## config.mk

```make
export PLATFORM = sky130hd
export DESIGN_NAME = recovery_ctrl_flat
export DESIGN_NICKNAME = d
export VERILOG_FILES = /design/src/rtl/recovery_ctrl_if.sv /design/src/rtl/recovery_ctrl.sv /design/src/flat_wrapper.sv
export SDC_FILE = /design/constraint.sdc
export NUM_CORES = 1
export LEC_CHECK = 0
export ABC_AREA = 1
export ABC_CLOCK_PERIOD_IN_PS = 1600
export CORE_ASPECT_RATIO = 0.8
export CORE_MARGIN = 2
export CORE_UTILIZATION = 35
export CTS_CLUSTER_DIAMETER = 60
export DETAILED_ROUTE_END_ITERATION = 12
export PLACE_DENSITY = 0.55
export SETUP_SLACK_MARGIN = 0.02
export SLEW_MARGIN = 20
export SYNTH_ARGS = -nofsm -noshare
export SYNTH_HDL_FRONTEND = slang
export SYNTH_SLANG_ARGS = --single-unit
```

## constraint.sdc

```tcl
create_clock -name clk_i -period 1.6 [get_ports clk_i]
set_clock_uncertainty 0.15 [all_clocks]
set_input_delay 0.24 -clock clk_i [delete_from_list [all_inputs] [get_ports clk_i]]
set_output_delay 0.24 -clock clk_i [all_outputs]
set_load 0.02 [all_outputs]
```

## src/rtl/recovery_ctrl_if.sv

```systemverilog
// ============================================================================
// Module      : recovery_ctrl_if
// Description : Handshake bundle between the recovery controller and the
//               redundant-core cluster (voter error flags, halt handshake,
//               register replay strobes and status).
// Revision    : 1.0  initial release
// ============================================================================
`default_nettype none

interface recovery_ctrl_if #(
    parameter int ADDR_WIDTH = 5,
    parameter int NUM_CORES  = 3
);
    logic [NUM_CORES-1:0]  error_i;
    logic                  halted_i;
    logic                  halt_o;
    logic                  copy_en_o;
    logic [ADDR_WIDTH-1:0] replay_addr_o;
    logic                  shift_o;
    logic                  resume_o;
    logic [NUM_CORES-1:0]  faulty_core_o;
    logic                  busy_o;
    logic                  fatal_o;

    // Controller side
    modport master (
        input  error_i,
        input  halted_i,
        output halt_o,
        output copy_en_o,
        output replay_addr_o,
        output shift_o,
        output resume_o,
        output faulty_core_o,
        output busy_o,
        output fatal_o
    );

    // Core-cluster / voter side
    modport slave (
        output error_i,
        output halted_i,
        input  halt_o,
        input  copy_en_o,
        input  replay_addr_o,
        input  shift_o,
        input  resume_o,
        input  faulty_core_o,
        input  busy_o,
        input  fatal_o
    );
endinterface

`default_nettype wire

```

## src/rtl/recovery_ctrl.sv

```systemverilog
// ============================================================================
// Module      : recovery_ctrl
// Description : Fault-recovery sequencer for a redundant core cluster. On a
//               voter mismatch it halts the cores, replays every architectural
//               register from a healthy core, strobes a PC shift and resumes.
//               Back-to-back recoveries inside a guard window are counted and
//               escalate to a sticky fatal state.
//               Optional feature: define RECOVERY_CTRL_TIMEOUT_EN to add a
//               halt-acknowledge timeout that escalates to fatal.
// Revision    : 1.0  initial release
// ============================================================================
`default_nettype none

module recovery_ctrl #(
    parameter int ADDR_WIDTH     = 5,
    parameter int NUM_CORES      = 3,
    parameter int MAX_RETRY      = 3,
    parameter int GUARD_CYCLES   = 16,
    parameter int TIMEOUT_CYCLES = 64
) (
    input  wire logic       clk_i,
    input  wire logic       rst_i,
    recovery_ctrl_if.master bus
);

    localparam int NUM_REG  = 2 ** ADDR_WIDTH;
    localparam int RETRY_W  = $clog2(MAX_RETRY + 2);
    localparam int GUARD_W  = $clog2(GUARD_CYCLES + 1);

    localparam logic [ADDR_WIDTH-1:0] LAST_ADDR  = ADDR_WIDTH'(NUM_REG - 1);
    localparam logic [RETRY_W-1:0]    RETRY_MAX  = RETRY_W'(MAX_RETRY);
    localparam logic [GUARD_W-1:0]    GUARD_LOAD = GUARD_W'(GUARD_CYCLES);

    // Reject configurations the sequencer cannot honour
    if (MAX_RETRY < 1 || GUARD_CYCLES < 1 || TIMEOUT_CYCLES < 1 || NUM_CORES < 2) begin : g_bad_param
        $error("recovery_ctrl: invalid parameter combination");
    end

    typedef enum logic [2:0] {
        IDLE     = 3'd0,
        HALT     = 3'd1,
        COPY_GPR = 3'd2,
        COPY_PC  = 3'd3,
        RESUME   = 3'd4,
        FATAL    = 3'd5
    } state_t;

    state_t                 state,     state_nxt;
    logic [ADDR_WIDTH-1:0]  addr_cnt,  addr_nxt;
    logic [GUARD_W-1:0]     guard_cnt, guard_nxt;
    logic [RETRY_W-1:0]     retry_cnt, retry_nxt;
    logic [NUM_CORES-1:0]   faulty,    faulty_nxt;
    logic [RETRY_W-1:0]     new_retry;

`ifdef RECOVERY_CTRL_TIMEOUT_EN
    localparam int TO_W = $clog2(TIMEOUT_CYCLES + 1);
    localparam logic [TO_W-1:0] TO_LAST = TO_W'(TIMEOUT_CYCLES - 1);
    logic [TO_W-1:0]        to_cnt,    to_nxt;
`endif

    // State and counter registers; reset returns to a quiet IDLE
    always_ff @(posedge clk_i) begin
        if (rst_i) begin
            state     <= IDLE;
            addr_cnt  <= '0;
            guard_cnt <= '0;
            retry_cnt <= '0;
            faulty    <= '0;
`ifdef RECOVERY_CTRL_TIMEOUT_EN
            to_cnt    <= '0;
`endif
        end else begin
            state     <= state_nxt;
            addr_cnt  <= addr_nxt;
            guard_cnt <= guard_nxt;
            retry_cnt <= retry_nxt;
            faulty    <= faulty_nxt;
`ifdef RECOVERY_CTRL_TIMEOUT_EN
            to_cnt    <= to_nxt;
`endif
        end
    end

    // Next-state and counter update logic
    always_comb begin
        state_nxt  = state;
        addr_nxt   = addr_cnt;
        guard_nxt  = guard_cnt;
        retry_nxt  = retry_cnt;
        faulty_nxt = faulty;
`ifdef RECOVERY_CTRL_TIMEOUT_EN
        to_nxt     = '0;
`endif
        // An error soon after the last resume counts as consecutive
        new_retry  = (guard_cnt != '0) ? retry_cnt + RETRY_W'(1) : RETRY_W'(1);

        case (state)
            IDLE: begin
                if (guard_cnt != '0) begin
                    guard_nxt = guard_cnt - GUARD_W'(1);
                end
                if (|bus.error_i) begin
                    faulty_nxt = bus.error_i;
                    retry_nxt  = new_retry;
                    // No healthy majority, or too many consecutive faults
                    if ((&bus.error_i) || (new_retry > RETRY_MAX)) begin
                        state_nxt = FATAL;
                    end else begin
                        state_nxt = HALT;
                    end
                end
            end

            HALT: begin
                faulty_nxt = faulty | bus.error_i;
                if (bus.halted_i) begin
                    state_nxt = COPY_GPR;
                    addr_nxt  = '0;
                end
`ifdef RECOVERY_CTRL_TIMEOUT_EN
                else if (to_cnt == TO_LAST) begin
                    state_nxt = FATAL;
                end else begin
                    to_nxt = to_cnt + TO_W'(1);
                end
`endif
            end

            COPY_GPR: begin
                faulty_nxt = faulty | bus.error_i;
                if (addr_cnt == LAST_ADDR) begin
                    state_nxt = COPY_PC;
                    addr_nxt  = '0;
                end else begin
                    addr_nxt  = addr_cnt + ADDR_WIDTH'(1);
                end
            end

            COPY_PC: begin
                faulty_nxt = faulty | bus.error_i;
                state_nxt  = RESUME;
            end

            RESUME: begin
                guard_nxt = GUARD_LOAD;
                state_nxt = IDLE;
            end

            FATAL: begin
                state_nxt = FATAL;
            end

            default: begin
                state_nxt = IDLE;
            end
        endcase
    end

    // Outputs decoded purely from registered state, no input feed-through
    always_comb begin
        bus.halt_o        = (state == HALT) || (state == COPY_GPR) ||
                            (state == COPY_PC) || (state == FATAL);
        bus.copy_en_o     = (state == COPY_GPR);
        bus.replay_addr_o = (state == COPY_GPR) ? addr_cnt : '0;
        bus.shift_o       = (state == COPY_PC);
        bus.resume_o      = (state == RESUME);
        bus.faulty_core_o = faulty;
        bus.busy_o        = (state != IDLE);
        bus.fatal_o       = (state == FATAL);
    end

endmodule

`default_nettype wire

```

## src/flat_wrapper.sv

```systemverilog
// flat-port wrapper written by rule: the top's interface ports become plain ports
module recovery_ctrl_flat 
#(
    parameter int ADDR_WIDTH     = 5,
    parameter int NUM_CORES      = 3,
    parameter int MAX_RETRY      = 3,
    parameter int GUARD_CYCLES   = 16,
    parameter int TIMEOUT_CYCLES = 64
)
  (clk_i, rst_i, bus_error_i, bus_halted_i, bus_halt_o, bus_copy_en_o, bus_replay_addr_o, bus_shift_o, bus_resume_o, bus_faulty_core_o, bus_busy_o, bus_fatal_o);
  recovery_ctrl_if #(.ADDR_WIDTH(ADDR_WIDTH), .NUM_CORES(NUM_CORES)) bus_i ();
  input  wire logic clk_i;
  input  wire logic rst_i;
  input wire logic [$bits(bus_i.error_i)-1:0] bus_error_i;
  input wire logic [$bits(bus_i.halted_i)-1:0] bus_halted_i;
  output wire logic [$bits(bus_i.halt_o)-1:0] bus_halt_o;
  output wire logic [$bits(bus_i.copy_en_o)-1:0] bus_copy_en_o;
  output wire logic [$bits(bus_i.replay_addr_o)-1:0] bus_replay_addr_o;
  output wire logic [$bits(bus_i.shift_o)-1:0] bus_shift_o;
  output wire logic [$bits(bus_i.resume_o)-1:0] bus_resume_o;
  output wire logic [$bits(bus_i.faulty_core_o)-1:0] bus_faulty_core_o;
  output wire logic [$bits(bus_i.busy_o)-1:0] bus_busy_o;
  output wire logic [$bits(bus_i.fatal_o)-1:0] bus_fatal_o;
  assign bus_i.error_i = bus_error_i;
  assign bus_i.halted_i = bus_halted_i;
  assign bus_halt_o = bus_i.halt_o;
  assign bus_copy_en_o = bus_i.copy_en_o;
  assign bus_replay_addr_o = bus_i.replay_addr_o;
  assign bus_shift_o = bus_i.shift_o;
  assign bus_resume_o = bus_i.resume_o;
  assign bus_faulty_core_o = bus_i.faulty_core_o;
  assign bus_busy_o = bus_i.busy_o;
  assign bus_fatal_o = bus_i.fatal_o;
  recovery_ctrl #(.ADDR_WIDTH(ADDR_WIDTH), .NUM_CORES(NUM_CORES), .MAX_RETRY(MAX_RETRY), .GUARD_CYCLES(GUARD_CYCLES), .TIMEOUT_CYCLES(TIMEOUT_CYCLES)) u_core (.clk_i(clk_i), .rst_i(rst_i), .bus(bus_i));
endmodule
```

## After elaboration in Yosys (flattened, before gate mapping)

Cells that the tools add are included.

| operators by class | value |
|---|---|
| add/subtract/negate cells | 3 |
| order comparisons | 1 |
| equal/unequal tests | 10 |
| muxes and demuxes | 14 |
| bitwise operators | 1 |
| reductions and logical operators | 18 |

Operators with widths:

| kind | count |
|---|---|
| two-way mux 5 bit | 4 |
| one-hot mux 5 bit (2 select lines) | 2 |
| two-way mux 3 bit | 6 |
| one-hot mux 3 bit (5 select lines) | 1 |
| AND reduction 2 bit | 4 |
| equality test 3 x 2 -> 1 bit (second input constant) | 2 |
| equality test 3 bit (second input constant) | 2 |
| inequality test 2 x 1 -> 1 bit (second input constant) | 3 |
| one-hot mux 3 bit (2 select lines) | 1 |
| AND reduction 3 bit | 2 |
| nonzero test 2 bit | 3 |
| OR reduction 3 bit | 2 |
| adder 5 x 1 -> 5 bit (second input constant) | 1 |
| equality test 5 bit (second input constant) | 1 |
| nonzero test 5 bit | 1 |
| subtractor 5 x 1 -> 5 bit (second input constant) | 1 |
| logical OR 1 bit | 4 |
| adder 3 x 1 -> 3 bit (second input constant) | 1 |
| equality test 3 x 1 -> 1 bit (second input constant) | 1 |
| greater-than comparator 3 x 2 -> 1 bit (second input constant) | 1 |
| logical NOT 3 bit | 1 |
| bitwise OR 3 bit | 1 |
| nonzero test 3 bit | 1 |
| inequality test 2 bit (second input constant) | 1 |

| word-level totals | value |
|---|---|
| register bits | 19 |
| input port bits | 6 |
| output and inout bits | 14 |
| logic and storage cells | 52 |

## Logic depth before layout (Yosys ltp)

| depth | value |
|---|---|
| depth after elaboration | 7 |
| gate-level depth with buffers | 10 |
| depth with buffers taken out | 10 |

## Worst setup path after synthesis

Ideal clock, no wire load.

| path | value |
|---|---|
| path type | reg-to-reg |
| from | reg u_core.addr_cnt[0] |
| to | reg u_core.state[0] |
| setup time | 129 ps |
| arrival time | 1193 ps |
| required time | 1321 ps |
| setup slack | 128 ps |
| stages on the path, launching flop included | 9 |
| cells stage by stage | dfxtp_1 > ha_1 > nand2_1 > nor2_1 > ha_1 > nor2_1 > nor2_1 > a21oi_1 > nor2_1 |

| on the way | value |
|---|---|
| word-level cells in the longest chain between the ends | 3 |

RTL lines:

| item | RTL line | source |
|---|---|---|
| from (decl) | recovery_ctrl.sv:49 | `logic [ADDR_WIDTH-1:0] addr_cnt, addr_nxt;` |
| from (signal assigned) | recovery_ctrl.sv:74 | `addr_cnt <= addr_nxt;` |
| equality test 5 bit | recovery_ctrl.sv:131 | `if (addr_cnt == LAST_ADDR) begin` |
| inequality test 2 x 1 -> 1 bit (no line) | n/a |  |
| AND reduction 3 bit (no line) | n/a |  |
| to (signal assigned) | recovery_ctrl.sv:73 | `state <= state_nxt;` |
| to (decl) | recovery_ctrl.sv:48 | `state_t state, state_nxt;` |

Every way passes these cells.
A chain may end at the register's enable or synchronous reset.

## Worst setup path after layout

| path | value |
|---|---|
| from | reg u_core.addr_cnt[1] |
| to | reg u_core.state[2] |

Same word-level chain as after synthesis.

==> run_results.csv <==
group,metric,value,unit
outcome,outcome,"finished, final reports clean",
drt,num_vias,1155,
floorplan,top_level_ports,20,
synthesis,synth_cells,162,
sta,tns,0,ps
worst_hold_path,hold_class,"reg -> reg",
sta,finalMaxSlewViolations,0,
sta,timing_worst_slew_pin_value,311,ps
pwr,powerDensity,1650,nW/um2
layout,final_common_cell,"nand2_1",
clock_tree,clkTransAtPathRegs,70,ps
setup_path,start_kind,"flip-flop",
sta,finalCritPeriodShare,99.5,%
drt,first_pass_iters,4,
clock_tree,cts_tree,"yes",
setup_path,path_class,"reg -> reg",
synthesis,yosysSeqAreaShare,34.8,%
drt,drt-initial-drc-count,55,
place,dp_hpwl,2020,um
global_routing,grt_max_degree,14,
global_routing,track_usage,15.5,%
drt,routed_wl,2660,um
synthesis,synth_fp_nets,173,
sta,fin_crit,1590,ps
sta,relSlewSlack,79.2,%
drt,drc,0,
run,drv_cap,0,
clock_tree,clk_path_buf_depth,2,
layout,area_growth,35.6,%
sta,rsz0062_at_grt,"yes",
place,numPortBuffers,19,
floorplan,die_w,66.5,um
floorplan,core-area,3040,um2
sta,hold_violations,0,
layout,mostFrequentLayoutCells,"nand2_1 (40), inv_1 (19), nor2_1 (15), a21oi_1 (15), buf_4 (15)",
setup_path,cp_data_required_time,1640,ps
drt,ant_nets,0,
synthesis,avgSynthCellArea,6.75,um2
synthesis,ys_warn_count,0,
sta,clock.fmax,628,MHz
sta,finalSetupViolCount,0,
clock_tree,cts_max_level,1,
pwr,power.leakage,0.000713,uW
synthesis,netlist_area,1090,um2
setup_path,end_kind,"flip-flop",
global_routing,gr-total-overflow,0,
layout,layout-drive-gt1-share,29.3,%
drt,viasPerCell,4.85,
global_routing,grt_pass1_wl,4310,um
floorplan,die-area,3590,um2
layout,final_nets,210,
sta,holdWs,304,ps
place,gp_congestion,0.818,
floorplan,die-height,54.0,um
sta,layout_setup_ws,8.15,ps
clock_tree,clock_latency,250,ps
layout,antennaDiodeCount,0,
clock_tree,cts_root_buf,"clkbuf_8",
clock_tree,cts_buffers,3,
clock_tree,clock-sinks,19,
setup_path,arrival,1630,ps
pwr,vdd_drop_max,0.674,mV
global_routing,grt_pass1_vias,984,
place,dp_slack,-160,ps
drt,wire_per_inst,11.2,um
floorplan,start_util,36.0,%
setup_path,path_max_fanout,4,
global_routing,antenna_found_initial,0,
synthesis,synth_seq_cells,19,
floorplan,core.rowCount,18,
synthesis,ys_types,21,
[synth_stat cells]
master	instances	area, um2
inv_1	22	82.6
a21oi_4	1	16.3
nand3_1	13	65.1
inv_2	3	11.3
inv_4	1	6.26
or2_1	1	6.26
xor2_1	2	17.5
o21ai_0	6	30.0
nand3b_1	1	7.51
nand4_1	2	12.5
ha_1	5	62.6
nor2_1	21	78.8
nand2_1	41	154
nand3_4	1	17.5
clkbuf_1	1	3.75
a21oi_1	15	75.1
nand2_4	2	22.5
nor2_2	1	6.26
dfxtp_1	19	380
a21oi_2	3	26.3
nor2_4	1	11.3
[sequential cells by signal, summed over array words and instances, names as in the netlist]
name / count
u_core.addr_cnt: 5
u_core.guard_cnt: 5
u_core.bus.faulty_core_o: 3
u_core.retry_cnt: 3
u_core.state: 3
[what timing repair did]
action,4_1_cts,5_1_grt
gates resized for setup,43,28
endpoints found under the hold margin,0,0
buffers inserted,0,0
hold buffers,0,0
endpoints found under the setup margin,19,24
pin swaps,0,5
[metal layers]
metal	up-vias	part of all wire [%]	GRT usage, %
li1	584	-	-
met2	34	43	25.0
met3	2	5.3	2.09
met5	-	0	0
met1	535	50	21.5
met4	0	0.94	5.10
[worst max-delay path: stages (launching register included)]
cell and delay, ps:
dfxtp_4 380, ha_4 150, nand2_4 50, nor2_2 110, ha_2 200, inv_2 40
nand4_1 80, nand2_1 80, nor2_2 120, nand3_1 70, nor2_1 110
[worst paths after layout]
| kind | start | to | slack (ps) | cells after the start |
|---|---|---|---|---|
| max | u_core.addr_cnt[1] | u_core.state[2] | 8 | 10 |
| min | u_core.guard_cnt[0] | u_core.guard_cnt[0] | 300 | 1 |
| max reg2reg | u_core.addr_cnt[1] | u_core.state[2] | 8 | 10 |
| min reg2reg | u_core.guard_cnt[0] | u_core.guard_cnt[0] | 300 | 1 |
[power breakdown]
group	switching (uW)	internal (uW)
sequential	106	606
clock	159	177
combinational	841	552
[cells by family after synthesis]
family / Yosys count / share of synthesized area [%]
and+or+nand+nor: 84 / 34.9
buffers and inverters: 27 / 9.50
AOI/OAI and AO/OA: 25 / 13.5
DFF: 19 / 34.8
adders and majority gates: 5 / 5.72
xor gates and xnor gates: 2 / 1.60
[metrics by stage]
stage          util [%]  instances  instance area, um2  power [uW]
3_5_place_dp       47.2        234                1440        2110
4_1_cts            49.1        238                1490        2430
2_1_floorplan         -        162                1090        1620
6_report           48.8        238                1480        2440
3_3_place_gp       47.2        234                1440        2080
5_1_grt            48.8        238                1480        2650
[final cells by class]
| class | count | area [um2] |
|---|---|---|
| inverter | 26 | 100 |
| timing repair buffer | 33 | 239 |
| tap | 40 | 50.0 |
| sequential | 19 | 394 |
| multi-input combinational | 116 | 654 |
| clock buffer | 4 | 45.0 |
| fill | 313 | 1560 |
Note: power is estimated with default switching activity, not from simulation.
